File: config.mk
export PLATFORM = sky130hd
export DESIGN_NAME = sap1_run_control
export DESIGN_NICKNAME = d
export VERILOG_FILES = /design/src/rtl/sap1_pkg.sv /design/src/rtl/sap1_tring.sv /design/src/rtl/sap1_run_control.sv
export SDC_FILE = /design/constraint.sdc
export NUM_CORES = 1
export LEC_CHECK = 0
export ABC_CLOCK_PERIOD_IN_PS = 1900
export CAP_MARGIN = 20
export CORE_MARGIN = 2
export CORE_UTILIZATION = 43
export CTS_BUF_LIST = sky130_fd_sc_hd__clkbuf_4
export CTS_CLUSTER_DIAMETER = 50
export DETAILED_ROUTE_END_ITERATION = 8
export HOLD_SLACK_MARGIN = 0.06
export PLACE_DENSITY = 0.84
export SYNTH_ARGS = -nofsm -noshare
export SYNTH_HDL_FRONTEND = slang
export SYNTH_SLANG_ARGS = --single-unit
File: constraint.sdc
create_clock -name clk -period 1.9 [get_ports clk]
set_clock_uncertainty 0.05 [all_clocks]
set_input_delay 0.38 -clock clk [delete_from_list [all_inputs] [get_ports clk]]
set_output_delay 0.38 -clock clk [all_outputs]
set_load 0.01 [all_outputs]
File: src/rtl/sap1_pkg.sv
// Shared constants and types for the SAP-1 run/load sequencer.
// Covers RAM geometry, T-ring length, opcodes and run-control state encodings.
package sap1_pkg;

    localparam int ADDR_W   = 4;
    localparam int DATA_W   = 8;
    localparam int T_STATES = 6;

    localparam logic [3:0] OP_LDA = 4'b0000;
    localparam logic [3:0] OP_ADD = 4'b0001;
    localparam logic [3:0] OP_SUB = 4'b0010;
    localparam logic [3:0] OP_OUT = 4'b1110;
    localparam logic [3:0] OP_HLT = 4'b1111;

    localparam logic [3:0] HLT_OPCODE = OP_HLT;

    typedef enum logic [2:0] {
        ST_IDLE   = 3'd0,
        ST_LOAD   = 3'd1,
        ST_RUN    = 3'd2,
        ST_STEP   = 3'd3,
        ST_HALTED = 3'd4
    } run_state_e;

endpackage

File: src/rtl/sap1_tring.sv
// One-hot T-state ring: bit0 = T1, rotates on en, synchronous reload to T1.
// Reload wins over advance so entering load mode always restarts the instruction.
module sap1_tring
    import sap1_pkg::*;
(
    input  logic                clk,
    input  logic                rst_n,
    input  logic                en,
    input  logic                load,
    output logic [T_STATES-1:0] ring
);

    localparam logic [T_STATES-1:0] T1 = T_STATES'(1);

    always_ff @(posedge clk or negedge rst_n) begin
        if (!rst_n) begin
            ring <= T1;
        end else if (load) begin
            ring <= T1;
        end else if (en) begin
            ring <= {ring[T_STATES-2:0], ring[T_STATES-1]};
        end
    end

endmodule

File: src/rtl/sap1_run_control.sv
// SAP-1 run/load sequencer: owns the T-ring, gates cpu_en for run/step/pause,
// detects HLT, and writes program bytes into RAM in load mode.
module sap1_run_control
    import sap1_pkg::*;
(
    input  logic                clk,
    input  logic                rst_n,
    input  logic                mode_load,
    input  logic                run_req,
    input  logic                step_req,
    input  logic                halt_req,
    input  logic [3:0]          opcode,
    input  logic                ld_valid,
    output logic                ld_ready,
    input  logic [ADDR_W-1:0]   ld_addr,
    input  logic [DATA_W-1:0]   ld_data,
    output logic                ram_we,
    output logic [ADDR_W-1:0]   ram_addr,
    output logic [DATA_W-1:0]   ram_wdata,
    output logic [T_STATES-1:0] t_state,
    output logic                cpu_en,
    output logic                cpu_clr,
    output logic                halted,
    output logic [2:0]          run_state
);

    run_state_e state, state_n;
    logic       pause_pend, pause_pend_n;
    logic       cpu_en_n, cpu_clr_n, halted_n, ld_ready_n;
    logic       running, hs, hlt_hit, t_last, ring_adv;

    // Load handshake: a byte transfers on any cycle with ld_valid && ld_ready;
    // the following cycle is the RAM write cycle, during which ld_ready is low.
    assign hs      = (state == ST_LOAD) && ld_valid && ld_ready;
    assign running = (state == ST_RUN) || (state == ST_STEP);
    assign t_last  = t_state[T_STATES-1];
    assign hlt_hit = running && t_state[3] && (opcode == HLT_OPCODE);
    // The ring freezes on the HLT T4 so the controller sees where it stopped.
    assign ring_adv = cpu_en && !hlt_hit;
    assign run_state = state;

    always_ff @(posedge clk or negedge rst_n) begin
        if (!rst_n) state <= ST_IDLE;
        else        state <= state_n;
    end

    always_comb begin
        state_n = state;
        if (mode_load) begin
            state_n = ST_LOAD;
        end else begin
            unique case (state)
                ST_IDLE:   if (step_req) state_n = ST_STEP;
                           else if (run_req) state_n = ST_RUN;
                // A byte accepted on the last load cycle still gets its write cycle.
                ST_LOAD:   if (!hs) state_n = ST_IDLE;
                ST_RUN:    if (hlt_hit) state_n = ST_HALTED;
                           else if (t_last && (pause_pend || halt_req)) state_n = ST_IDLE;
                ST_STEP:   if (hlt_hit) state_n = ST_HALTED;
                           else if (t_last) state_n = ST_IDLE;
                ST_HALTED: state_n = ST_HALTED;
                default:   state_n = ST_IDLE;
            endcase
        end
    end

    always_comb begin
        cpu_en_n     = (state_n == ST_RUN) || (state_n == ST_STEP);
        halted_n     = (state_n == ST_HALTED);
        cpu_clr_n    = (state == ST_LOAD) && (state_n == ST_IDLE);
        ld_ready_n   = (state_n == ST_LOAD) && mode_load && !hs;
        pause_pend_n = cpu_en_n && running && (pause_pend || halt_req);
    end

    always_ff @(posedge clk or negedge rst_n) begin
        if (!rst_n) begin
            cpu_en     <= 1'b0;
            cpu_clr    <= 1'b0;
            halted     <= 1'b0;
            ld_ready   <= 1'b0;
            pause_pend <= 1'b0;
            ram_we     <= 1'b0;
            ram_addr   <= '0;
            ram_wdata  <= '0;
        end else begin
            cpu_en     <= cpu_en_n;
            cpu_clr    <= cpu_clr_n;
            halted     <= halted_n;
            ld_ready   <= ld_ready_n;
            pause_pend <= pause_pend_n;
            ram_we     <= hs;
            if (hs) begin
                ram_addr  <= ld_addr;
                ram_wdata <= ld_data;
            end
        end
    end

    sap1_tring u_tring (
        .clk   (clk),
        .rst_n (rst_n),
        .en    (ring_adv),
        .load  (mode_load),
        .ring  (t_state)
    );

endmodule
==> impl_results.md, run 1 <==
* Run status: complete, no violations
* Synth top area cells: dfrtp_1 58%, mux2_2 12%, mux2i_1 3.6%, dfstp_2 2.3%, a221oi_1 2.3%
* Period utilisation layout at 0.9757
* Layout Nets at 158
* Drt first pass iters at 4
* Max Transition Viols Final at 0
* Final min period at 1854 ps
* Ys flop type: dfrtp_1
* Cts hold-fix bufs at 0
* Initial Util at 0.4515
* CTS sink count at 27
* Worst setup EP type: output pin
* Mean Syn Cell Area at between 10 and 15 µm²
* Dpl hpwl at 1822 µm
* CTS tree: yes
* Arr. time, crit path at 1420 ps
* Grt met2 use at 0.3056
* R2R Path Start: run_state[0]
* Crit start category: flip-flop
* Worst R2R End: pause_pend
* CP top delay family: flip-flops
* CP Cell Sequence: clkdlybuf4s50_1
* Row count at 18
* Ports at 49
* Synthesized instance count at 84
* Crit Path Max Fanout at 3
* Setup Fix Bufs, Post-CTS at 0
* Port Buffers at 48
* Post-synth top area share at 0.5817
* Power density over cell area at between 900 and 1000 nW/µm²
* Vias at roughly 860
* Via/cell ratio at roughly 5.2
* DR WL/cell at around 15 µm
* Area leader, netlist: dfrtp_1
* Number of global-route vias before repair at 859
* TritonCTS buffer count at 3
* Reg-to-reg slack, setup at approximately 240 ps
* Die width at 55.01 µm
* Post-CTS resize count at 0
* Async SR Flop Fraction at 1.000
* Syn_nets at between 100 and 150
* First-pass GRT wire length at 3829 µm
* Clock transition at path regs at 140 ps
* Synth Warn # at 0
* Longest Clk Path Bufs at 2
* Critical path type: flip-flop to output pin
* WP buf/inv at 1
* Area growth syn-to-layout at 48.10%
* Actual slew at the worst max-slew pin at around 300 ps
* Fill count at approximately 200
* Slowest stage delay, CP at between 500 and 600 ps
* Req. time, crit path at 1470 ps
* Post-route ant nets at 0
* Sequential share of the synthesized area at 0.6051
* Total Wirelength at about 2400 µm
* Max frequency at 0.5394 GHz
* 1st-iter DRT viols at 8
* Setup TNS at 0 ps
* # H-tree levels at 1
* Gpl congestion at 0.8116
* Final Util at 0.6687
* Largest net degree at the start of global routing at 28
* Worst path slowest cell: dfstp_2
* DR DRC count at 0
* Static Leak at around 0.67 nW
* CP Depth at 1
* Global route hottest layer: met2
* Post-synth EDFFs at 0
* M1 GR Usage at 0.2343
* Synth cell types at 29
* Peak supply drop at 0.7157 mV
* Post-Syn Area at roughly 1100 µm²
* Met3 Usage GRT at 0.04839
* MaxCap Viol Count at 0
* Antenna cells at 0
* Area of the multi-input gates at 400.4 µm²
* Register bit count reported by yosys at 27
* Std-Cell Core Area at ~2500 µm²
* RSZ-0062 raised after global routing: false
* Initial antenna violation count at 0
* Final setup fails at 0
* Register-to-Register Path Depth at 3
* Root buffer cell: clkbuf_4
* Hold Crit Class: input pin to async pin
* Layout cells sized above 1 at 0.1791
* CP Launch Point: u_tring.ring[0]
* Hold_ws at roughly 350 ps
* Die Height at 55.01 µm
* Register Area at 678.2 µm²
* Final global-route overflow total at 0
* Total Routing Usage GR at 0.1825
* Slew headroom at 0.7956
* Die Area at 3026 µm²
* Final count of hold timing violations at 0
* Skew-Pair Late Insertion Delay at 310 ps
[final cells by class]
class	count	area share
well taps	30	0.02266
clock buffers	3	0.01360
multi-input cells	49	0.2417
repair buffers	50	0.2991
inverters	4	0.009063
clock inverters	1	0.004532
flip-flops and latches	27	0.4094
[worst reg2reg max path, cell delays in order (launching register included)]
cell	delay, ps
dfrtp_1	450
or3_1	400
a221o_1	350
a2111oi_2	310
[cells in the final DEF (no fill, tap or decap), drive strengths merged, types with 2 or more instances in the layout]
master and count:
mux2i 4, dfrtp 26, clkdlybuf4s50 48, or3 2, a221oi 3, a2111oi 2, buf 2, nand2 5
nor2 6, inv 4, mux2 12, and4 2, clkbuf 3, a211oi 2
[cells by family after synthesis]
kind of cell / Yosys count / synth area share
DFF: 27 / 0.6051
muxes: 16 / 0.1566
AOI/OAI and AO/OA: 12 / 0.09508
buffers and inverters: 8 / 0.03691
and+or+nand+nor: 21 / 0.1063
[flip-flops by register name (all words and copies together) (netlist names)]
| register | flops |
|---|---|
| cpu_clr | 1 |
| cpu_en | 1 |
| halted | 1 |
| ld_ready | 1 |
| pause_pend | 1 |
| ram_addr | 4 |
| ram_wdata | 8 |
| ram_we | 1 |
| run_state | 3 |
| u_tring.ring | 6 |
[through the flow]
| stage | cells | setup WS (ps) | power, mW | cell area, µm² |
|---|---|---|---|---|
| after floorplan | 84 | 258.4 | 1.033 | 1119 |
| after global placement | 160 | -3.753 | 1.367 | 1625 |
| after detailed placement | 160 | -94.48 | 1.390 | 1625 |
| after CTS | 164 | 33.43 | 1.635 | 1655 |
| after global routing | 164 | 4.616 | 1.714 | 1657 |
| final | 164 | 46.24 | 1.614 | 1657 |
[synthesized netlist by cell type (all sizes together), types with 2 or more instances]
library cell / count
or3: 2
a2111oi: 2
inv: 4
dfrtp: 26
a211oi: 2
mux2: 12
a221oi: 3
nand2: 5
mux2i: 4
and4: 2
clkbuf: 2
buf: 2
nor2: 6
[power breakdown]
group          switching, mW  leakage [nW]  internal [mW]
clock network          0.163        0.0139         0.0802
logic                  0.217         0.317          0.372
registers             0.0769         0.337          0.706
total                  0.457         0.667           1.16
[layer usage]
metal / share of wire / up-vias / wire length [µm]
met5: 0 / - / 0
met4: 0.0029 / 0 / 7
met3: 0.070 / 2 / 167
met2: 0.51 / 33 / 1207
met1: 0.42 / 412 / 1001
li1: - / 410 / -
[worst max-delay path by stage]
| stage | end |
|---|---|
| floorplan | ram_addr[0] |
| global placement | pause_pend |
| detailed placement | pause_pend |
| CTS | run_state[2] |
| global route | t_state[0] |
| finish | t_state[0] |
Note: power is estimated with default switching activity, not from simulation.
==> inputs of run 2 (changes only) <==
--- a/config.mk
+++ b/config.mk
@@ -5,7 +5,7 @@
 export SDC_FILE = /design/constraint.sdc
 export NUM_CORES = 1
 export LEC_CHECK = 0
-export ABC_CLOCK_PERIOD_IN_PS = 1900
+export ABC_CLOCK_PERIOD_IN_PS = 1760
 export CAP_MARGIN = 20
 export CORE_MARGIN = 2
 export CORE_UTILIZATION = 43
==> constraint.sdc (replaced) <==
create_clock -name clk -period 1.76 [get_ports clk]
set_clock_uncertainty 0.05 [all_clocks]
set_input_delay 0.352 -clock clk [delete_from_list [all_inputs] [get_ports clk]]
set_output_delay 0.352 -clock clk [all_outputs]
set_load 0.01 [all_outputs]
==> impl_results.md, run 2 (synthesized netlist as in run 1, its figures left out) <==
* Run status: complete, no violations (unchanged)
* Post-route ant nets at 0 (unchanged)
* Slew headroom at 0.7771 (was 0.7956)
* 1st-iter DRT viols at 24 (was 8)
* Root buffer cell: clkbuf_4 (unchanged)
* DR WL/cell at 15.04 µm (was 14.53 µm)
* Clock share of power at 0.152 (was 0.151)
* Antenna cells at 0 (unchanged)
* Max frequency at 0.5873 GHz
* Top flop regs: ram_wdata (8), u_tring.ring (6), ram_addr (4) (unchanged)
* CTS tree: yes (unchanged)
* Final min period at 1703 ps
* Hold_ws at 320.4 ps (was 351.9 ps)
* Commonest cells after routing, fill and taps aside: 46 x clkdlybuf4s50_1, 24 x dfrtp_1, 12 x mux2_2 (was 48 x clkdlybuf4s50_1, 25 x dfrtp_1, 12 x mux2_2)
* Die Height at 55.01 µm (unchanged)
* Fill count at 186 (was 205)
* Total Routing Usage GR at 0.1897 (was 0.1825)
* Largest net degree at the start of global routing at 28 (unchanged)
* RSZ-0062 raised after global routing: true (was false)
* Dpl hpwl at 1841 µm (was 1822 µm)
* Top reg by flops: ram_wdata (unchanged)
* Die Area at 3026 µm² (unchanged)
* Reg-to-reg slack, setup at 60 ps (was 240 ps)
* Die width at 55.01 µm (unchanged)
* Longest Clk Path Bufs at 2 (unchanged)
* Via/cell ratio at 5.152 (was 5.226)
* Arr. time, crit path at 1880 ps (was 1420 ps)
* Vias at 881 (was 857)
* Critical path type: flip-flop to flip-flop (was flip-flop to output pin)
* Final Util at 0.6934 (was 0.6687)
* Dpl cell area at 1633 µm² (was 1625 µm²)
* Worst setup EP type: flip-flop (was output pin)
* First-pass GRT wire length at 4105 µm (was 3829 µm)
* Final count of hold timing violations at 0 (unchanged)
* Switching Fraction at 0.2895 (was 0.2830)
* Internal power at 1.269 mW (was 1.157 mW)
* DP Worst Slack at -149.7 ps (was -94.48 ps)
* PnR worst setup slack at 57.35 ps (was 46.24 ps)
* Clock transition at path regs at 150 ps (was 140 ps)
* Port Buffers at 48 (unchanged)
* Max Transition Viols Final at 0 (unchanged)
* MaxCap Viol Count at 0 (unchanged)
* Power density over cell area at 1039 nW/µm² (was 974.4 nW/µm²)
* Gpl congestion at 0.7965 (was 0.8116)
* Cts hold-fix bufs at 0 (unchanged)
* Final setup fails at 0 (unchanged)
* Ports at 49 (unchanged)
* Final global-route overflow total at 0 (unchanged)
* Commonest non-fill, non-tap cell in the layout: clkdlybuf4s50_1 (unchanged)
* Row count at 18 (unchanged)
* Initial Util at 0.4515 (unchanged)
* Finished Layout Cells at 171 (was 164)
* Period utilisation layout at 0.9674
* Max reg flops at 8 (unchanged)
* Actual slew at the worst max-slew pin at 326.0 ps (was 298.9 ps)
* Skew-Pair Late Insertion Delay at 320 ps (was 310 ps)
* Crit start category: flip-flop (unchanged)
* Logic pwr share at 0.377 (was 0.365)
* Hold Crit Class: input pin to async pin (unchanged)
* Total Wirelength at 2571 µm (was 2383 µm)
* Layout cells sized above 1 at 0.2340 (was 0.1791)
* Layout Nets at 165 (was 158)
* Post-Place Cells at 161 (was 160)
* Std-Cell Core Area at 2477 µm² (unchanged)
* Seq pwr share at 0.471 (was 0.485)
* # H-tree levels at 1 (unchanged)
* Initial antenna violation count at 0 (unchanged)
* TritonCTS buffer count at 3 (unchanged)
* DR DRC count at 0 (unchanged)
* Number of global-route vias before repair at 915 (was 859)
* CTS sink count at 27 (unchanged)
* Req. time, crit path at 1930 ps (was 1470 ps)
* Switch Pwr at 517.0 µW (was 456.9 µW)
* Crit Path Max Fanout at 3 (unchanged)
* Drt first pass iters at 4 (unchanged)
* Peak supply drop at 0.8405 mV (was 0.7157 mV)
* Area growth syn-to-layout at 53.58% (was 48.10%)
* Final Instance Area at 1718 µm² (was 1657 µm²)
* Static Leak at 0.7070 nW (was 0.6672 nW)
run 2: through the flow:
stage          power, mW  TNS (ps)
2_1_floorplan      1.115         0
3_3_place_gp       1.483    -267.9
3_5_place_dp       1.508    -410.1
4_1_cts            1.783         0
5_1_grt            1.886    -21.76
6_report           1.786         0
run 2: critical path, cell delays in order (launching register included):
cell	delay, ps
dfrtp_1	410
buf_4	140
or3_1	370
a221o_1	390
a221oi_1	250
run 2: final cells by class:
type	instances	area (µm²)	share of cell area
Sequential cell	27	679.4	0.3955
Clock buffer	3	22.52	0.01311
Clock inverter	1	7.507	0.004370
Tap cell	30	37.54	0.02185
Timing Repair Buffer	57	549.3	0.3197
Multi-Input combinational cell	49	406.6	0.2367
Inverter	4	15.01	0.008740
run 2: per-layer routing:
layer	vias to the layer above	global-route usage	routed length (µm)
met5	-	0	0
met4	0	0.05285	0
met3	0	0.03495	206
met2	40	0.3214	1315
met1	422	0.2487	1050
li1	419	-	-
run 2: timing repair:
item,CTS,global route
setup endpoints to repair,4,4
buffers inserted,4,2
pin swaps,0,2
gates resized for setup,2,3
run 2: final timing paths:
path,startpoint,to,cells past startpoint
max in group asynchronous,rst_n,u_tring.ring[0],2
min in group clk,ram_wdata[4],ram_wdata[4],1
worst max register to register,run_state[0],cpu_en,4
worst min register to register,ram_wdata[4],ram_wdata[4],1
worst max-delay path,run_state[0],cpu_en,4
worst min-delay path,rst_n,u_tring.ring[2],2
run 2: power by group through the flow:
| stage | sequential, mW | clock (mW) | combinational (mW) |
|---|---|---|---|
| after global placement | 0.845 | 0 | 0.638 |
| after CTS | 0.843 | 0.276 | 0.663 |
| final | 0.840 | 0.271 | 0.674 |
| after floorplan | 0.916 | 0 | 0.199 |
| after global routing | 0.858 | 0.297 | 0.731 |
| after detailed placement | 0.855 | 0 | 0.652 |
